==> src/rtl/fifomult_par_if.sv <==
// Operand-in / product-out handshake bundle for fifomult_par.
// The master side is the producer and consumer; the slave side is the multiplier.
interface fifomult_par_if #(
  parameter int DATA_W = 16,
  parameter int DEPTH  = 4
);
  logic [DATA_W-1:0]          data_in;
  logic                       data_in_parity;
  logic                       data_in_valid;
  logic                       busy_out;
  logic [2*DATA_W-1:0]        data_out;
  logic                       data_out_parity;
  logic                       data_out_valid;
  logic                       data_out_ready;
  logic                       data_in_parity_error;
  logic [$clog2(DEPTH+1)-1:0] fifo_count;

  modport master (
    output data_in, data_in_parity, data_in_valid, data_out_ready,
    input  busy_out, data_out, data_out_parity, data_out_valid,
           data_in_parity_error, fifo_count
  );

  modport slave (
    input  data_in, data_in_parity, data_in_valid, data_out_ready,
    output busy_out, data_out, data_out_parity, data_out_valid,
           data_in_parity_error, fifo_count
  );
endinterface

==> src/rtl/fifomult_par.sv <==
// Parity-checked A/B operand collector feeding a pair FIFO and a two-stage
// multiplier pipeline (S1 pair register, then registered product).
module fifomult_par #(
  parameter int DATA_W = 16,
  parameter int DEPTH  = 4,
  parameter int SIGNED = 1
) (
  input logic           clk,
  input logic           rst_n,
  fifomult_par_if.slave bus
);
  localparam int PW = (DEPTH > 1) ? $clog2(DEPTH) : 1;
  localparam int CW = $clog2(DEPTH + 1);
  localparam int EW = 2 * DATA_W + 1;

  typedef enum logic {PH_A, PH_B} phase_t;

  phase_t              phase;
  logic [DATA_W-1:0]   a_hold;
  logic                a_err;
  logic [EW-1:0]       mem [DEPTH];
  logic [PW-1:0]       wr_ptr;
  logic [PW-1:0]       rd_ptr;
  logic [CW-1:0]       count;
  logic                s1_valid;
  logic [DATA_W-1:0]   s1_a;
  logic [DATA_W-1:0]   s1_b;
  logic                s1_err;
  logic                out_valid;
  logic                out_parity;
  logic                out_err;
  logic [2*DATA_W-1:0] out_data;

  logic                busy;
  logic                accept;
  logic                word_err;
  logic                push;
  logic                pop;
  logic                out_adv;
  logic                sgn_a;
  logic                sgn_b;
  logic [2*DATA_W-1:0] ext_a;
  logic [2*DATA_W-1:0] ext_b;
  logic [2*DATA_W-1:0] product;
  logic [2*DATA_W-1:0] result;

  assign busy     = (count == CW'(DEPTH));
  assign accept   = bus.data_in_valid && !busy;
  assign word_err = (^bus.data_in) != bus.data_in_parity;
  assign push     = accept && (phase == PH_B);
  assign out_adv  = !out_valid || bus.data_out_ready;
  assign pop      = (count != '0) && (!s1_valid || out_adv);

  // Sign-extending to full product width makes one truncating multiply
  // correct for both two's-complement and unsigned operands.
  assign sgn_a   = (SIGNED != 0) && s1_a[DATA_W-1];
  assign sgn_b   = (SIGNED != 0) && s1_b[DATA_W-1];
  assign ext_a   = {{DATA_W{sgn_a}}, s1_a};
  assign ext_b   = {{DATA_W{sgn_b}}, s1_b};
  assign product = ext_a * ext_b;
  assign result  = s1_err ? '0 : product;

  always_ff @(posedge clk) begin
    if (rst_n && push) begin
      mem[wr_ptr] <= {a_hold, bus.data_in, a_err | word_err};
    end
  end

  always_ff @(posedge clk) begin
    if (!rst_n) begin
      phase      <= PH_A;
      a_hold     <= '0;
      a_err      <= 1'b0;
      wr_ptr     <= '0;
      rd_ptr     <= '0;
      count      <= '0;
      s1_valid   <= 1'b0;
      s1_a       <= '0;
      s1_b       <= '0;
      s1_err     <= 1'b0;
      out_valid  <= 1'b0;
      out_data   <= '0;
      out_parity <= 1'b0;
      out_err    <= 1'b0;
    end else begin
      if (accept) begin
        if (phase == PH_A) begin
          a_hold <= bus.data_in;
          a_err  <= word_err;
          phase  <= PH_B;
        end else begin
          phase  <= PH_A;
        end
      end

      if (push) wr_ptr <= wr_ptr + 1'b1;
      if (pop)  rd_ptr <= rd_ptr + 1'b1;
      if (push && !pop)      count <= count + 1'b1;
      else if (pop && !push) count <= count - 1'b1;

      if (pop) begin
        s1_valid                 <= 1'b1;
        {s1_a, s1_b, s1_err}     <= mem[rd_ptr];
      end else if (out_adv) begin
        s1_valid                 <= 1'b0;
      end

      // Output fields are zeroed when no result moves in so the error flag
      // can only ever be seen alongside a valid result.
      if (out_adv) begin
        out_valid  <= s1_valid;
        out_data   <= s1_valid ? result : '0;
        out_parity <= s1_valid && (^result);
        out_err    <= s1_valid && s1_err;
      end
    end
  end

  assign bus.busy_out             = busy;
  assign bus.fifo_count           = count;
  assign bus.data_out             = out_data;
  assign bus.data_out_parity      = out_parity;
  assign bus.data_out_valid       = out_valid;
  assign bus.data_in_parity_error = out_err;
endmodule

==> src/flat_wrapper.sv <==
// flat-port wrapper written by rule: the top's interface ports become plain ports
module fifomult_par_flat 
#(
  parameter int DATA_W = 16,
  parameter int DEPTH  = 4,
  parameter int SIGNED = 1
)
  (clk, rst_n, bus_data_in, bus_data_in_parity, bus_data_in_valid, bus_data_out_ready, bus_busy_out, bus_data_out, bus_data_out_parity, bus_data_out_valid, bus_data_in_parity_error, bus_fifo_count);
  fifomult_par_if #(.DATA_W(DATA_W), .DEPTH(DEPTH)) bus_i ();
  input logic clk;
  input logic rst_n;
  input wire logic [$bits(bus_i.data_in)-1:0] bus_data_in;
  input wire logic [$bits(bus_i.data_in_parity)-1:0] bus_data_in_parity;
  input wire logic [$bits(bus_i.data_in_valid)-1:0] bus_data_in_valid;
  input wire logic [$bits(bus_i.data_out_ready)-1:0] bus_data_out_ready;
  output wire logic [$bits(bus_i.busy_out)-1:0] bus_busy_out;
  output wire logic [$bits(bus_i.data_out)-1:0] bus_data_out;
  output wire logic [$bits(bus_i.data_out_parity)-1:0] bus_data_out_parity;
  output wire logic [$bits(bus_i.data_out_valid)-1:0] bus_data_out_valid;
  output wire logic [$bits(bus_i.data_in_parity_error)-1:0] bus_data_in_parity_error;
  output wire logic [$bits(bus_i.fifo_count)-1:0] bus_fifo_count;
  assign bus_i.data_in = bus_data_in;
  assign bus_i.data_in_parity = bus_data_in_parity;
  assign bus_i.data_in_valid = bus_data_in_valid;
  assign bus_i.data_out_ready = bus_data_out_ready;
  assign bus_busy_out = bus_i.busy_out;
  assign bus_data_out = bus_i.data_out;
  assign bus_data_out_parity = bus_i.data_out_parity;
  assign bus_data_out_valid = bus_i.data_out_valid;
  assign bus_data_in_parity_error = bus_i.data_in_parity_error;
  assign bus_fifo_count = bus_i.fifo_count;
  fifomult_par #(.DATA_W(DATA_W), .DEPTH(DEPTH), .SIGNED(SIGNED)) u_core (.clk(clk), .rst_n(rst_n), .bus(bus_i));
endmodule
==> config.mk <==
export PLATFORM = sky130hd
export DESIGN_NAME = fifomult_par_flat
export DESIGN_NICKNAME = d
export VERILOG_FILES = /design/src/rtl/fifomult_par_if.sv /design/src/rtl/fifomult_par.sv /design/src/flat_wrapper.sv
export SDC_FILE = /design/constraint.sdc
export NUM_CORES = 1
export LEC_CHECK = 0
export CORE_UTILIZATION = 38
export CTS_CLUSTER_SIZE = 25
export DETAILED_ROUTE_END_ITERATION = 16
export PLACE_DENSITY_LB_ADDON = 0.3
export SYNTH_ARGS = -nofsm -noshare
export SYNTH_HDL_FRONTEND = slang
export SYNTH_SLANG_ARGS = --single-unit
==> constraint.sdc <==
create_clock -name clk -period 10.6 [get_ports clk]
set_input_delay 2.12 -clock clk [delete_from_list [all_inputs] [get_ports clk]]
set_output_delay 2.12 -clock clk [all_outputs]
set_load 0.005 [all_outputs]
==> flow_summary.yaml <==
run_status:
  status: "finished, final reports clean"
layout:
  diodes: 0
  nets: 2125
  stdcell_area_mm2: 0.0209
  layout-drive-gt1-share_pct: 6.09
  fillers: 4691
  area_growth_pct: 10.8
  layoutNonFillerInstCount: 2437
routing:
  vias_per_cell: 4.89
  vias: 11900
  ant_nets: 0
  wl_mm: 42.5
  drcViolationCount: 0
  drtPass1Iterations: 5
  first_iter_violations: 588
  post_drt_wl_per_cell_um: 17.4
synth:
  synth_seq_cells: 226
  syn-num-nets: 2099
  yosysWarnings: 0
  synthDistinctLibCells: 62
  synth_area_per_cell_um2: 10.9
  synth.area.top_cells: "fa_1 28%, edfxtp_1 21%, dfxtp_1 10%"
  synth_area_leader_cell: "fa_1"
  synth_edf_count: 132
  seq_area_frac_synth_pct: 31.1
  syn-cell-area_mm2: 0.0188
  syn_inst: 1728
  ys.flop_type: "edfxtp_1"
  synth_top_cell_area_share_pct: 28.0
  async_reset_ff_share_pct: 0
sta:
  setup_viol: 0
  max_slew.worst_pin.slew_ps: 944
  rsz0062_at_grt: "false"
  drv_slew: 0
  slew_headroom_pct: 37.0
  period_share_pct: 74.7
  fmax_mhz: 126
  finalSetupTns_ps: 0
  hold_viol: 0
  min_period_ps: 7920
  finClkSkew_ps: 12.3
  postLayoutSetupSlackWorst_ps: 2680
setup_path:
  critical-path-slowest-cell: "fa_1"
  cp-start-kind: "flip-flop"
  crit_chain: "nand2_1 > inv_1 > fa_1 > fa_1 > fa_1 > fa_1 > fa_1 > inv_1 > fa_1 > inv_1 > ha_1 > a211oi_1 > o21ai_0 > a221o_1 > a31oi_4 > mux2_4 > xnor3_1 > xnor3_1 > xnor3_1 > xnor3_1 > a22oi_1 > nor2b_1"
  end_kind: "flip-flop"
  critPathArrivalTime_ps: 8330
  path_common_cell: "fa_1"
  crit_required_ps: 11010
  slowest_delay_ps: 890
  crit_type: "flip-flop to flip-flop"
  cp_max_fo: 17
floorplan:
  die_x_um: 225
  ioPinCount: 60
  die_area_mm2: 0.0504
  die_y_um: 225
  rows: 81
  floorplan.initialDensity_pct: 38.5
  core_area_mm2: 0.0488
global_route:
  grt_usage_pct: 17.5
  grt_max_degree: 99
  grt_pass1_vias: 12500
  grt-ovfl-total: 0
  grt_pass1_wl_mm: 68.6
  antenna_found_initial: 0
placement:
  dp.cells: 2391
  portBuffers: 59
  place_hpwl_mm: 31.9
  placed_cell_area_mm2: 0.0201
  place_ws_ps: 2710
  place_congestion: 0.863
clocking:
  post-cts-setup-buffers: 0
  cts_buffer_depth: 3
  cts-root-buf: "clkbuf_16"
  holdBufCountCts: 0
  cts_buffers: 25
  cts_sinks: 226
  worstSkewPairLatency_ps: 530
  cts_resized: 0
  clk_pin_slew_ps: 60
  cts_tree: "yes"
  cts_htree_levels: 1
run:
  cap_violations: 0
hold_path:
  hold_class: "flip-flop to flip-flop"
[placed cells by master, fill, tap and decap left out, types with 25 or more instances in the layout]
cell type          n
mux4_2            33
edfxtp_1         132
a22oi_1           25
a21boi_0          53
dfxtp_1           93
and2_1           137
o21ai_0           25
xnor2_1           54
ha_1              87
nand2_1          244
nor2b_1           34
clkdlybuf4s50_1   58
clkbuf_16         25
nor2_1            35
fa_1             263
inv_1            297
[layer usage]
metal / global-route usage [%] / share of wire (%) / wire [µm]
met2: 30.4 / 50 / 21300
met3: 1.74 / 3.5 / 1500
met5: 0 / 0 / 0
met4: 4.06 / 1.8 / 782
met1: 23.5 / 44 / 18900
[sequential cells by signal (all words and copies together), names as in the netlist, 2 cells and up]
name                   flops
u_core.a_hold             16
u_core.bus.data_out       32
u_core.bus.fifo_count      3
u_core.mem               132
u_core.rd_ptr              2
u_core.s1_a               16
u_core.s1_b               16
u_core.wr_ptr              2
[cell families after synthesis]
family          synth area share [%]
compound gates                  6.53
xor+xnor                        3.98
fa+ha+maj                       33.8
buf+inv                         7.52
flops                           31.1
mux                             4.29
simple gates                    12.9
[cell type report]
cell class	instances	area [µm²]	area share [%]
clock buffer	33	656	3.14
clock inverter	13	125	0.600
inverter	299	1120	5.38
multi-input combinational	1127	11600	55.5
sequential	226	5850	28.0
tap	664	831	3.98
timing repair buffer	75	706	3.38
[path summary, 6_finish.rpt]
| check | cells after the start | slack, ps | to | from |
|---|---|---|---|---|
| max | 22 | 2680 | u_core.bus.data_out_parity$_SDFFE_PN0P_ | u_core.s1_b[1]$_SDFFE_PN0P_ |
| min | 2 | 460 | u_core.bus.data_in_parity_error$_SDFFE_PN0P_ | u_core.bus.data_in_parity_error$_SDFFE_PN0P_ |
| max reg2reg | 22 | 2680 | u_core.bus.data_out_parity$_SDFFE_PN0P_ | u_core.s1_b[1]$_SDFFE_PN0P_ |
| min reg2reg | 2 | 460 | u_core.bus.data_in_parity_error$_SDFFE_PN0P_ | u_core.bus.data_in_parity_error$_SDFFE_PN0P_ |
[cells in the mapped netlist, drive strengths merged (2+ instances only)]
master / n
or2: 2
nand2: 245
nor3: 4
buf: 7
o21ai: 28
and3: 11
and2: 137
a31oi: 3
a22oi: 25
nand3: 4
nand2b: 8
dfxtp: 94
edfxtp: 132
nor2b: 35
fa: 263
mux4: 33
a32oi: 5
a21o: 5
clkinv: 2
o211ai: 2
a21boi: 53
o21bai: 4
mux2i: 5
nand4: 2
o21a: 6
nor2: 36
a221oi: 2
xor2: 9
ha: 87
clkbuf: 69
xnor3: 8
or3: 4
a21oi: 21
nand3b: 2
a211oi: 8
xnor2: 55
o31ai: 2
inv: 297
[critical path, delay by kind of cell (launching register included)]
kind	cells	cell delay, ps
compound gates	5	1150
xor+xnor	4	1320
fa+ha+maj	7	3810
buf+inv	3	250
flops	1	690
mux	1	330
simple gates	2	240
[stage by stage]
stage / util [%] / hold WS (ps)
after CTS: 42.7 / 470
after detailed placement: 41.1 / 462
final: 42.7 / 463
after global placement: 41.1 / 458
after floorplan: - / 457
after global routing: 42.7 / 485
Power is left out: the tool's default activity adds up to more than one toggle a clock period on the data nets, which glitch-free logic cannot reach.
